--- src/rtl/mem_if.sv ---
// Data-memory request/acknowledge channel between the MEM stage
// and data memory.
interface mem_if;
  logic        dm_req;
  logic        dm_wr;
  logic [31:0] dm_addr;
  logic [3:0]  dm_wstrb;
  logic [31:0] dm_wdata;
  logic        dm_ack;
  logic [31:0] dm_rdata;

  modport master (
    output dm_req, dm_wr, dm_addr,
    output dm_wstrb, dm_wdata,
    input  dm_ack, dm_rdata
  );

  modport slave (
    input  dm_req, dm_wr, dm_addr,
    input  dm_wstrb, dm_wdata,
    output dm_ack, dm_rdata
  );
endinterface

--- src/rtl/mem.sv ---
// Memory-access pipeline stage: data-memory handshake and load extraction.
// Optional misalignment exceptions: define MEM_ALIGN_CHECK_EN.
module mem (
  input  logic         clk,
  input  logic         reset,
  input  logic         MEM_valid,
  input  logic [156:0] EXE_MEM_bus_r,
  input  logic         MEM_WB_go,
  input  logic         cancel,
  mem_if.master        dm,
  output logic         MEM_over,
  output logic [120:0] MEM_WB_bus,
  output logic [4:0]   MEM_wdest,
  output logic [31:0]  MEM_pc
);

  typedef struct packed {
    logic [5:0]  mc;
    logic [31:0] sd;
    logic [31:0] res;
    logic [31:0] lo;
    logic        hi_write;
    logic        lo_write;
    logic        mfhi;
    logic        mflo;
    logic        mtc0;
    logic        mfc0;
    logic [7:0]  cp0r;
    logic        syscall;
    logic        eret;
    logic        rf_wen;
    logic [4:0]  rf_wdest;
    logic [31:0] pc;
    logic        brk;
  } exe_mem_t;

  typedef enum logic [1:0] {
    IDLE, REQ, DONE, DRAIN
  } state_t;

  exe_mem_t b;
  state_t   state, state_n;

  logic        load, store, memop;
  logic        is_byte, is_half, is_word;
  logic        err, adel, ades;
  logic [1:0]  a;
  logic [31:0] rdata_r;
  logic [3:0]  strb;
  logic [31:0] wdata;
  logic [31:0] shb;
  logic [15:0] hv;
  logic [31:0] ld_val;
  logic [31:0] mem_result;
  logic        req;
  logic        unused_bits;

  assign b       = EXE_MEM_bus_r;
  assign a       = b.res[1:0];
  assign load    = b.mc[5];
  assign store   = b.mc[4];
  assign memop   = load | store;
  assign is_byte = (b.mc[3:2] == 2'b00);
  assign is_half = (b.mc[3:2] == 2'b01);
  assign is_word = b.mc[3];

  assign unused_bits = b.mc[0];

`ifdef MEM_ALIGN_CHECK_EN
  assign err  = (is_half & a[0])
              | (is_word & (a != 2'b00));
  assign adel = load & err;
  assign ades = store & err;
`else
  assign err  = 1'b0;
  assign adel = 1'b0;
  assign ades = 1'b0;
`endif

  always_comb begin
    strb  = 4'b0000;
    wdata = b.sd;
    unique case (1'b1)
      is_byte: begin
        strb  = 4'b0001 << a;
        wdata = {4{b.sd[7:0]}};
      end
      is_half: begin
        strb  = 4'b0011 << {a[1], 1'b0};
        wdata = {2{b.sd[15:0]}};
      end
      is_word: strb = 4'b1111;
    endcase
  end

  assign dm.dm_wr    = store;
  assign dm.dm_addr  = {b.res[31:2], 2'b00};
  assign dm.dm_wstrb = store ? strb : 4'b0000;
  assign dm.dm_wdata = wdata;

  // Extraction runs off the captured word so DONE can wait on WB.
  assign shb = rdata_r >> {a, 3'b000};
  assign hv  = a[1] ? rdata_r[31:16]
                    : rdata_r[15:0];

  always_comb begin
    ld_val = rdata_r;
    unique case (1'b1)
      is_byte: ld_val = {{24{b.mc[1] & shb[7]}},
                         shb[7:0]};
      is_half: ld_val = {{16{b.mc[1] & hv[15]}},
                         hv};
      is_word: ld_val = rdata_r;
    endcase
  end

  assign mem_result = (load & ~err) ? ld_val : b.res;

  always_comb begin
    state_n = state;
    req     = 1'b0;
    unique case (state)
      IDLE: begin
        req = MEM_valid & memop & ~err & ~cancel;
        if (req & dm.dm_ack)
          state_n = DONE;
        else if (req)
          state_n = REQ;
      end
      REQ: begin
        req = 1'b1;
        if (dm.dm_ack & ~cancel)
          state_n = DONE;
        else if (dm.dm_ack)
          state_n = IDLE;
        else if (cancel)
          state_n = DRAIN;
      end
      DONE: begin
        if (MEM_WB_go | cancel)
          state_n = IDLE;
      end
      DRAIN: begin
        req = 1'b1;
        if (dm.dm_ack)
          state_n = IDLE;
      end
    endcase
  end

  assign dm.dm_req = req & ~reset;

  always_ff @(posedge clk) begin
    if (reset) begin
      state   <= IDLE;
      rdata_r <= 32'd0;
    end else begin
      state <= state_n;
      if (dm.dm_req & dm.dm_ack & load)
        rdata_r <= dm.dm_rdata;
    end
  end

  // A flushed request still owns memory until its ack drains.
  assign MEM_over = MEM_valid & ~cancel & ~reset
                  & (state != DRAIN)
                  & (~memop | err | (state == DONE));

  assign MEM_WB_bus = {
    mem_result, b.lo,
    b.hi_write, b.lo_write,
    b.mfhi, b.mflo,
    b.mtc0, b.mfc0,
    b.cp0r, b.syscall, b.eret,
    b.rf_wen & ~err, b.rf_wdest,
    b.pc, b.brk, adel, ades
  };

  assign MEM_wdest = b.rf_wdest & {5{MEM_valid}};
  assign MEM_pc    = b.pc;

endmodule

--- src/flat_wrapper.sv ---
// flat-port wrapper written by rule: the top's interface ports become plain ports
module mem_flat 
  (clk, reset, MEM_valid, EXE_MEM_bus_r, MEM_WB_go, cancel, MEM_over, MEM_WB_bus, MEM_wdest, MEM_pc, dm_dm_req, dm_dm_wr, dm_dm_addr, dm_dm_wstrb, dm_dm_wdata, dm_dm_ack, dm_dm_rdata);
  mem_if dm_i ();
  input  logic clk;
  input  logic reset;
  input  logic MEM_valid;
  input  logic [156:0] EXE_MEM_bus_r;
  input  logic MEM_WB_go;
  input  logic cancel;
  output logic MEM_over;
  output logic [120:0] MEM_WB_bus;
  output logic [4:0] MEM_wdest;
  output logic [31:0] MEM_pc;
  output wire logic [$bits(dm_i.dm_req)-1:0] dm_dm_req;
  output wire logic [$bits(dm_i.dm_wr)-1:0] dm_dm_wr;
  output wire logic [$bits(dm_i.dm_addr)-1:0] dm_dm_addr;
  output wire logic [$bits(dm_i.dm_wstrb)-1:0] dm_dm_wstrb;
  output wire logic [$bits(dm_i.dm_wdata)-1:0] dm_dm_wdata;
  input wire logic [$bits(dm_i.dm_ack)-1:0] dm_dm_ack;
  input wire logic [$bits(dm_i.dm_rdata)-1:0] dm_dm_rdata;
  assign dm_dm_req = dm_i.dm_req;
  assign dm_dm_wr = dm_i.dm_wr;
  assign dm_dm_addr = dm_i.dm_addr;
  assign dm_dm_wstrb = dm_i.dm_wstrb;
  assign dm_dm_wdata = dm_i.dm_wdata;
  assign dm_i.dm_ack = dm_dm_ack;
  assign dm_i.dm_rdata = dm_dm_rdata;
  mem u_core (.clk(clk), .reset(reset), .MEM_valid(MEM_valid), .EXE_MEM_bus_r(EXE_MEM_bus_r), .MEM_WB_go(MEM_WB_go), .cancel(cancel), .dm(dm_i), .MEM_over(MEM_over), .MEM_WB_bus(MEM_WB_bus), .MEM_wdest(MEM_wdest), .MEM_pc(MEM_pc));
endmodule
--- config.mk ---
export PLATFORM = sky130hd
export DESIGN_NAME = mem_flat
export DESIGN_NICKNAME = d
export VERILOG_FILES = /design/src/rtl/mem_if.sv /design/src/rtl/mem.sv /design/src/flat_wrapper.sv
export SDC_FILE = /design/constraint.sdc
export NUM_CORES = 1
export LEC_CHECK = 0
export ABC_AREA = 1
export CORE_AREA = 2 2 165 167
export CTS_CLUSTER_DIAMETER = 120
export DETAILED_ROUTE_END_ITERATION = 16
export DIE_AREA = 0 0 167 169
export GPL_TIMING_DRIVEN = 0
export PLACE_DENSITY_LB_ADDON = 0.15
export SLEW_MARGIN = 20
export SYNTH_ARGS = -nofsm -noshare
export SYNTH_HDL_FRONTEND = slang
export SYNTH_SLANG_ARGS = --single-unit
export TNS_END_PERCENT = 100
--- constraint.sdc ---
create_clock -name clk -period 1.4 [get_ports clk]
set_input_delay 0.14 -clock clk [delete_from_list [all_inputs] [get_ports clk]]
set_output_delay 0.14 -clock clk [all_outputs]
set_load 0.05 [all_outputs]
==> results.cfg, run 1 <==
[worst_setup_path]
cpMaxStageDelayCell = dfxtp_4
start_kind = flip-flop
worst-setup-path-type = reg2out
critPathMaxStageDelay_ps = 370
cp.arrival_ps = 1580
cpMostUsedCell = nand2_1
critPathTopFamily = simple AND/OR/NAND/NOR gates
crit_path_end_kind = output pin
cp_cell_sequence = nand2_2 > nand2_1 > nand2_1 > nand2_2 > nand3_4 > buf_6 > nand2_1 > nand2_1 > nand2_2 > buf_8
cp_max_fo = 8
critPathBufInv = 2
crit_required_ps = 1260

[power_and_ir_drop]
intPower_mw = 3.284
clkPwrFrac = 0.166
power.density_nw_per_um2 = 678.7
switching_share = 0.4751
total_power_mw = 6.255
comb_power_share = 0.650
peakVddDrop_mv = 0.3609
p_switching_mw = 2.972
seqPwrFrac = 0.184
power.leakage_nw = 4.429

[sta]
holdWs_ps = 233.4
setup_violations = 26
min_period_ps = 1722
rsz0062_at_grt = true
timing.fmax_mhz = 580.7
max_slew.worst_pin.slew_ps = 583.2
slew_violations = 0
finalHoldViolations = 0
setup_slack_ps = -322.1
fin_setup_tns_ps = -7205
slew_headroom = 0.6112
fin_crit_sh = 1.230
fin_skew_ps = 2.321

[synthesis]
syn-cell-area_um2 = 4492
synthCells = 798
yosys.area.top_type = buf_4
synth_flop_cell = dfxtp_1
avgSynthCellArea_um2 = 5.629
synth_warnings = 0
synth.area.top_cells = buf_4 28%, nand2_1 26%, dfxtp_1 15%
synth_top_area_share = 0.2774
synth_cell_types = 26
synthArstFlopShare = 0
ys_ff_latch = 34
synth_edf_count = 0
seq_area_frac_synth = 0.1515

[cts]
clock-sinks = 34
cts_tree = done
cts_hold_buf = 0
cts_buffers = 5
htreeDepth = 2
cts_buffer_depth = 2
clk_latency_ps = 280
clkTransAtPathRegs_ps = 50
cts_root_buf = clkbuf_16

[job]
cap_violations = 0

[final_layout]
layout_commonest_cell = nand2_1
diodes = 0
drive_gt1_frac = 0.4053
area_growth_pct = 105.2
regArea_um2 = 730.7
mostFrequentLayoutCells = 239 x nand2_1, 216 x clkdlybuf4s50_1, 199 x buf_4
multi_input_area_um2 = 2603
fillers = 2916
nets = 1357

[floorplan]
initial_core_util = 0.1695
fp.dieH_um = 169
die_x_um = 167
rows = 60
dieArea_um2 = 28220
io_pins = 424
core_area_um2 = 26500

[routing]
drtIter0Drc = 187
wl_per_cell_um = 14.88
dr.pass1.iters = 5
vias_per_cell = 3.972
wl_um = 22360
num_vias = 5970
postRouteAntennaNets = 0
drc = 0

[global_route]
grt_pass1_wl_um = 32330
grt_overflow = 0
grt_use_total = 0.1472
grt_pass1_vias = 5650
antenna_found_initial = 1
grt_max_degree = 11

[placement]
dp_hpwl_um = 18910
numPortBuffers = 332
dp_slack_ps = -1410
place.gp.congestion = 0.8208

[status]
status = complete, but fails checks
violations = negative setup slack

[min_path]
hp-class = in2reg
Yosys cell counts (9+ instances only):
cell type / number
a21oi_1: 12
nand3_1: 27
inv_1: 69
o21ai_0: 16
buf_2: 12
o211ai_1: 9
nor2_1: 65
dfxtp_1: 34
clkbuf_1: 15
buf_4: 166
nand2_1: 306
nand4_1: 34
metrics by stage:
step / area (um^2) / std cells / util
after floorplan: 4712 / 801 / -
after global placement: 8462 / 1474 / 0.3193
after detailed placement: 8462 / 1474 / 0.3193
after CTS: 8843 / 1491 / 0.3337
after global routing: 9216 / 1503 / 0.3478
final: 9216 / 1503 / 0.3478
metal layers:
layer  track usage  wire (um)  vias to the layer above
li1              -          -                     3030
met4       0.01499        119                        2
met5             0         13                        -
met1        0.1712       8781                     2689
met2        0.2829      11910                      236
met3       0.03273       1538                       13
logic make-up after synthesis:
| family | synth area share |
|---|---|
| simple gates | 0.4061 |
| buf+inv | 0.3769 |
| other cells | 0.0008349 |
| compound gates | 0.06463 |
| flops | 0.1515 |
what timing repair did:
item,in CTS,in global routing
cloned,1,1
endpoints found under the hold margin,0,0
buffers inserted,9,11
pin swaps,16,58
resized for setup,564,175
setup endpoints to repair,143,99
power groups by stage:
stage               Combinational (mW)  Clock [mW]  Sequential, mW
floorplan                         2.58           0            1.12
global placement                  3.88           0            1.16
detailed placement                3.89           0            1.15
CTS                               4.00        1.06            1.14
global route                      4.29        1.10            1.16
finish                            4.07        1.04            1.15
worst paths after layout:
check,slack (ps),to,from,depth (start not counted)
worst max-delay path,-320,MEM_WB_bus[100],u_core.rdata_r[31]$_SDFFE_PP0P_,10
worst min-delay path,230,u_core.rdata_r[0]$_SDFFE_PP0P_,reset,4
worst max register to register,220,u_core.rdata_r[24]$_SDFFE_PP0P_,u_core.state[1]$_SDFFE_PP0P_,6
worst min register to register,540,u_core.rdata_r[3]$_SDFFE_PP0P_,u_core.rdata_r[3]$_SDFFE_PP0P_,4
worst reg2reg max path, stage by stage (launching register included):
cell and delay, ps:
dfxtp_2 350, o21ai_4 150, buf_4 180, nand3_4 100
buf_6 170, nand2_1 80, nand2_1 50
sequential cells by signal, summed over array words and instances, names as in the netlist:
| signal | flops |
|---|---|
| u_core.rdata_r | 32 |
| u_core.state | 2 |
final cells by class:
type / count / area share
multi-input cells: 492 / 0.2824
clock buffers: 7 / 0.01439
inverters: 75 / 0.03448
well taps: 341 / 0.04629
plain buffers: 200 / 0.1640
flip-flops and latches: 34 / 0.07928
repair buffers: 354 / 0.3792
No activity file was read; power rests on OpenSTA's default activity.
==> run 2: changes to the inputs <==
--- a/config.mk
+++ b/config.mk
@@ -12,2 +12,3 @@
 export DIE_AREA = 0 0 167 169
+export GPL_ROUTABILITY_DRIVEN = 0
 export GPL_TIMING_DRIVEN = 0
==> constraint.sdc (replaced) <==
create_clock -name clk -period 1.6 [get_ports clk]
set_input_delay 0.32 -clock clk [delete_from_list [all_inputs] [get_ports clk]]
set_output_delay 0.32 -clock clk [all_outputs]
set_load 0.05 [all_outputs]
==> run 2 against run 1 <==
Net effect: the flow still finishes with violations (negative setup slack); worst setup slack got worse by 41 ps; via count about the same; die area unchanged; critical endpoint is now MEM_WB_bus[104]; largest power group unchanged.
==> results.cfg, run 2 (synthesized netlist as in run 1, its figures left out) <==
[sta]
setup_violations = 41
slew_headroom = 0.4848
setup_slack_ps = -362.7
slew_violations = 0
max_slew.worst_pin.slew_ps = 772.8
fin_skew_ps = 3.346
rsz0062_at_grt = true
fin_crit_sh = 1.227
min_period_ps = 1963
timing.fmax_mhz = 509.5
holdWs_ps = 390.5
finalHoldViolations = 0

[routing]
wl_um = 22780
wl_per_cell_um = 15.00
dr.pass1.iters = 4
vias_per_cell = 3.934
drc = 0
postRouteAntennaNets = 0
num_vias = 5975
drtIter0Drc = 251

[placement]
place_inst = 1474
dp_slack_ps = -1716
numPortBuffers = 332
dp_hpwl_um = 19020

[final_layout]
fillers = 2869
largest_reg_flops = 32
nets = 1370
top_regs = u_core.rdata_r: 32 flops, u_core.state: 2 flops
instances_no_fill = 1519
regMostFlops = u_core.rdata_r
drive_gt1_frac = 0.4515
layout_commonest_cell = clkdlybuf4s50_1
mostFrequentLayoutCells = 205 x clkdlybuf4s50_1, 202 x buf_4, 198 x nand2_1
area_growth_pct = 119.6

[global_route]
antenna_found_initial = 3
grt_pass1_wl_um = 33510
grt_pass1_vias = 5961
grt_use_total = 0.1519
grt_overflow = 0
grt_max_degree = 13

[power_and_ir_drop]
switching_share = 0.4539
p_switching_mw = 2.753
seqPwrFrac = 0.166
intPower_mw = 3.311
power.leakage_nw = 4.720
comb_power_share = 0.621
total_power_mw = 6.064
peakVddDrop_mv = 0.3546
clkPwrFrac = 0.213
power.density_nw_per_um2 = 614.8

[worst_setup_path]
cp_max_fo = 8
critPathMaxStageDelay_ps = 380
cp.arrival_ps = 1640
crit_path_end_kind = output pin
critPathBufInv = 2
crit_required_ps = 1280
start_kind = flip-flop
critPathTopFamily = simple AND/OR/NAND/NOR gates
worst-setup-path-type = reg2out
cpMaxStageDelayCell = dfxtp_4
cp_cell_sequence = nand2_2 > nand2_1 > nand2_1 > nand2_2 > nand3_4 > buf_6 > nand2_1 > nand2_2 > nand2_4 > buf_8

[floorplan]
fp.dieH_um = 169
io_pins = 424
rows = 60
die_x_um = 167
core_area_um2 = 26500
initial_core_util = 0.1695
dieArea_um2 = 28220

[cts]
cts_root_buf = clkbuf_16
cts_buffer_depth = 2
cts_tree = done
cts_hold_buf = 0
clkTransAtPathRegs_ps = 60
htreeDepth = 2
clk_latency_ps = 280
clock-sinks = 34
cts_buffers = 5

[status]
violations = negative setup slack
status = complete, but fails checks

[min_path]
hp-class = in2reg

[job]
cap_violations = 0
==> run 2: changes by cell type in the layout (fill, tap and decap cells not counted), sizes merged, moves of 2 or more <==
cell           before  now
clkdlybuf4s18       0    4
clkbuf             32   20
clkdlybuf4s15      38    6
dlygate4sd2         2   15
bufinv              0    2
diode               0    2
clkdlybuf4s50     216  205
buf               273  321
==> run 2: metal layers <==
metal  GRT usage  vias up  routed length [um]
met5           0        -                   0
met1      0.1689     2672                8376
met4     0.02099        0                 218
met2      0.2963      236               12430
met3     0.03718       12                1756
li1            -     3055                   -
==> run 2: power groups by stage <==
stage / combinational [mW] / sequential (mW) / clock, mW
after global placement: 3.49 / 1.01 / 0
after CTS: 3.72 / 0.998 / 1.32
final: 3.77 / 1.01 / 1.29
after detailed placement: 3.50 / 1.01 / 0
after global routing: 3.98 / 1.01 / 1.34
after floorplan: 2.35 / 0.978 / 0
==> run 2: final timing paths <==
check                                        end  slack (ps)  cells after the start                            start
setup / recovery                 MEM_WB_bus[104]        -360                     10  u_core.rdata_r[31]$_SDFFE_PP0P_
hold / removal      u_core.state[0]$_SDFFE_PP0P_         390                      4                           cancel
setup reg to reg  u_core.rdata_r[5]$_SDFFE_PP0P_         360                      7     u_core.state[1]$_SDFFE_PP0P_
hold reg to reg   u_core.rdata_r[7]$_SDFFE_PP0P_         540                      4   u_core.rdata_r[7]$_SDFFE_PP0P_
==> run 2: cell type report <==
type,count,area [um^2],share of cell area
Antenna cell,2,5.005,0.0005074
Buffer,200,1550,0.1572
Clock buffer,5,125.1,0.01269
Clock inverter,3,68.82,0.006977
Inverter,75,332.8,0.03374
Multi-Input combinational cell,492,3005,0.3047
Sequential cell,34,703.2,0.07129
Tap cell,341,426.7,0.04326
Timing Repair Buffer,366,3638,0.3689
Timing Repair inverter,1,7.507,0.0007611
==> run 2: timing repair <==
action,in CTS,in global routing
cloned,3,0
resized for setup,731,182
endpoints found under the hold margin,0,0
setup buffers,20,13
pin swaps,37,46
setup endpoints to repair,141,93
==> run 2: worst min-delay path, delay by kind of cell <==
family	cells	cell delay, ps
AO/OA/AOI/OAI	1	70
buffers and inverters	1	110
AND/OR/NAND/NOR	2	120
==> run 2: stage by stage <==
stage / setup TNS (ps) / utilization / cell area (um^2)
floorplan: -2746 / - / 5001
CTS: -8953 / 0.3610 / 9567
finish: -9789 / 0.3722 / 9863
global route: -12630 / 0.3721 / 9861
global placement: -121990 / 0.3302 / 8751
detailed placement: -121760 / 0.3302 / 8751
==> run 3: changes to the inputs <==
- clock period: 1.6 -> 1.9 ns (I/O delays scaled with it)
==> run 3 against run 2 <==
Net effect: die area did not move; via count fell by 1.4%; final area fell by 7.0%; sequential share of layout area rose by 0.40 points; flip-flop and latch count did not move; clock skew barely moved; the run still ends with negative setup slack left; first-iteration DRC count fell by 23%; routed wire length fell by 0.66%; clock-buffer cell count did not move; critical path depth did not move; clock power fell by 40%.
==> results.cfg, run 3 (synthesized netlist as in run 1, its figures left out) <==
[status]
status = complete, but fails checks
violations = negative setup slack

[sta]
holdWs_ps = 489.7
slew_headroom = 0.5563
setup_violations = 23
slew_violations = 0
timing.fmax_mhz = 508.6
max_slew.worst_pin.slew_ps = 665.6
setup_slack_ps = -66.11
min_period_ps = 1966
fin_crit_sh = 1.035
rsz0062_at_grt = true
fin_setup_tns_ps = -1068
fin_skew_ps = 3.838
finalHoldViolations = 0

[routing]
postRouteAntennaNets = 0
vias_per_cell = 3.927
drc = 0
dr.pass1.iters = 4
num_vias = 5894
wl_per_cell_um = 15.08
wl_um = 22630
drtIter0Drc = 193

[final_layout]
top_regs = u_core.rdata_r: 32 flops, u_core.state: 2 flops
area_growth_pct = 104.2
final_area_um2 = 9174
layout_commonest_cell = nand2_1
post-route-util = 0.3462
drive_gt1_frac = 0.3672
diodes = 0
mostFrequentLayoutCells = 220 x nand2_1, 215 x clkdlybuf4s50_1, 189 x buf_4
nets = 1355
instances_no_fill = 1501
regMostFlops = u_core.rdata_r
largest_reg_flops = 32
fillers = 2916

[cts]
clock-sinks = 34
htreeDepth = 2
clkTransAtPathRegs_ps = 60
cts_root_buf = clkbuf_16
cts_buffer_depth = 2
clk_latency_ps = 280
cts_tree = done
cts_buffers = 5

[worst_setup_path]
critPathMaxStageDelay_ps = 360
cp.arrival_ps = 1590
cpMostUsedCell = nand2_2
cpMaxStageDelayCell = dfxtp_2
critPathBufInv = 2
cp_max_fo = 6
cp_cell_sequence = nand2_1 > nand2_1 > nand2_1 > nand2_2 > nand3_4 > buf_6 > nand2_2 > nand2_2 > nand2_2 > buf_8
worst-setup-path-type = reg2out
crit_required_ps = 1520
crit_path_end_kind = output pin
critPathTopFamily = simple AND/OR/NAND/NOR gates
start_kind = flip-flop

[global_route]
grt_pass1_wl_um = 33120
grt_overflow = 0
grt_max_degree = 11
grt_use_total = 0.1499
grt_pass1_vias = 5762
antenna_found_initial = 1

[floorplan]
die_x_um = 167
fp.dieH_um = 169
core_area_um2 = 26500
dieArea_um2 = 28220
initial_core_util = 0.1695
rows = 60
io_pins = 424

[job]
cap_violations = 0

[placement]
place_inst = 1474
dpl-instance-area_um2 = 8364
dp_slack_ps = -1387
numPortBuffers = 332
dp_hpwl_um = 18900

[power_and_ir_drop]
power.leakage_nw = 4.437
power.density_nw_per_um2 = 500.3
total_power_mw = 4.589
peakVddDrop_mv = 0.2598

[min_path]
hp-class = in2reg
-- run 3: cell count changes in the layout (fill, tap and decap cells not counted), sizes merged --
cell / before / now
clkbuf: 20 / 33
dlygate4sd2: 15 / 21
clkdlybuf4s18: 4 / 1
diode: 2 / 0
buf: 321 / 259
inv: 72 / 74
bufinv: 2 / 0
clkdlybuf4s15: 6 / 27
clkinv: 3 / 2
clkdlybuf4s50: 205 / 215
-- run 3: area by class of cell --
| cell class | instances | area (um^2) | share of cell area |
|---|---|---|---|
| repair buffers | 351 | 3518 | 0.3835 |
| multi-input cells | 492 | 2585 | 0.2818 |
| repair inverters | 1 | 7.507 | 0.0008183 |
| clock inverters | 2 | 10.01 | 0.001091 |
| inverters | 75 | 307.8 | 0.03355 |
| clock buffers | 5 | 125.1 | 0.01364 |
| plain buffers | 200 | 1503 | 0.1638 |
| well taps | 341 | 426.7 | 0.04651 |
| flip-flops and latches | 34 | 690.7 | 0.07529 |
-- run 3: where the power goes --
part | internal (mW) | switching, mW | leakage (nW) | total, mW
sequential | 0.771 | 0.0658 | 0.278 | 0.836
clock | 0.473 | 0.302 | 0.0694 | 0.775
combinational | 1.15 | 1.83 | 4.09 | 2.98
-- run 3: tightest hold or removal path, stage by stage --
cell,delay (ps)
buf_2,180
nor2_1,70
nand2_1,50
nand2_1,40
-- run 3: layer usage --
layer  vias up  share of wire  global-route usage
met4         2         0.0098             0.02361
li1       3020              -                   -
met2       253           0.52              0.2848
met3        12          0.079             0.03180
met5         -        0.00049                   0
met1      2607           0.39              0.1746
-- run 3: path summary, 6_finish.rpt --
check,startpoint,endpoint,depth (start not counted),slack [ps]
setup / recovery,u_core.rdata_r[7]$_SDFFE_PP0P_,MEM_WB_bus[109],10,-70
hold / removal,reset,u_core.rdata_r[2]$_SDFFE_PP0P_,4,490
setup reg to reg,u_core.state[0]$_SDFFE_PP0P_,u_core.rdata_r[8]$_SDFFE_PP0P_,7,620
hold reg to reg,u_core.rdata_r[7]$_SDFFE_PP0P_,u_core.rdata_r[7]$_SDFFE_PP0P_,4,540
-- run 3: timing repair --
action,in CTS,in global routing
gates resized for setup,596,83
hold endpoints to repair,0,0
gates cloned,3,0
pin swaps,36,38
hold buffers,0,0
endpoints found under the setup margin,111,61
setup buffers,15,2
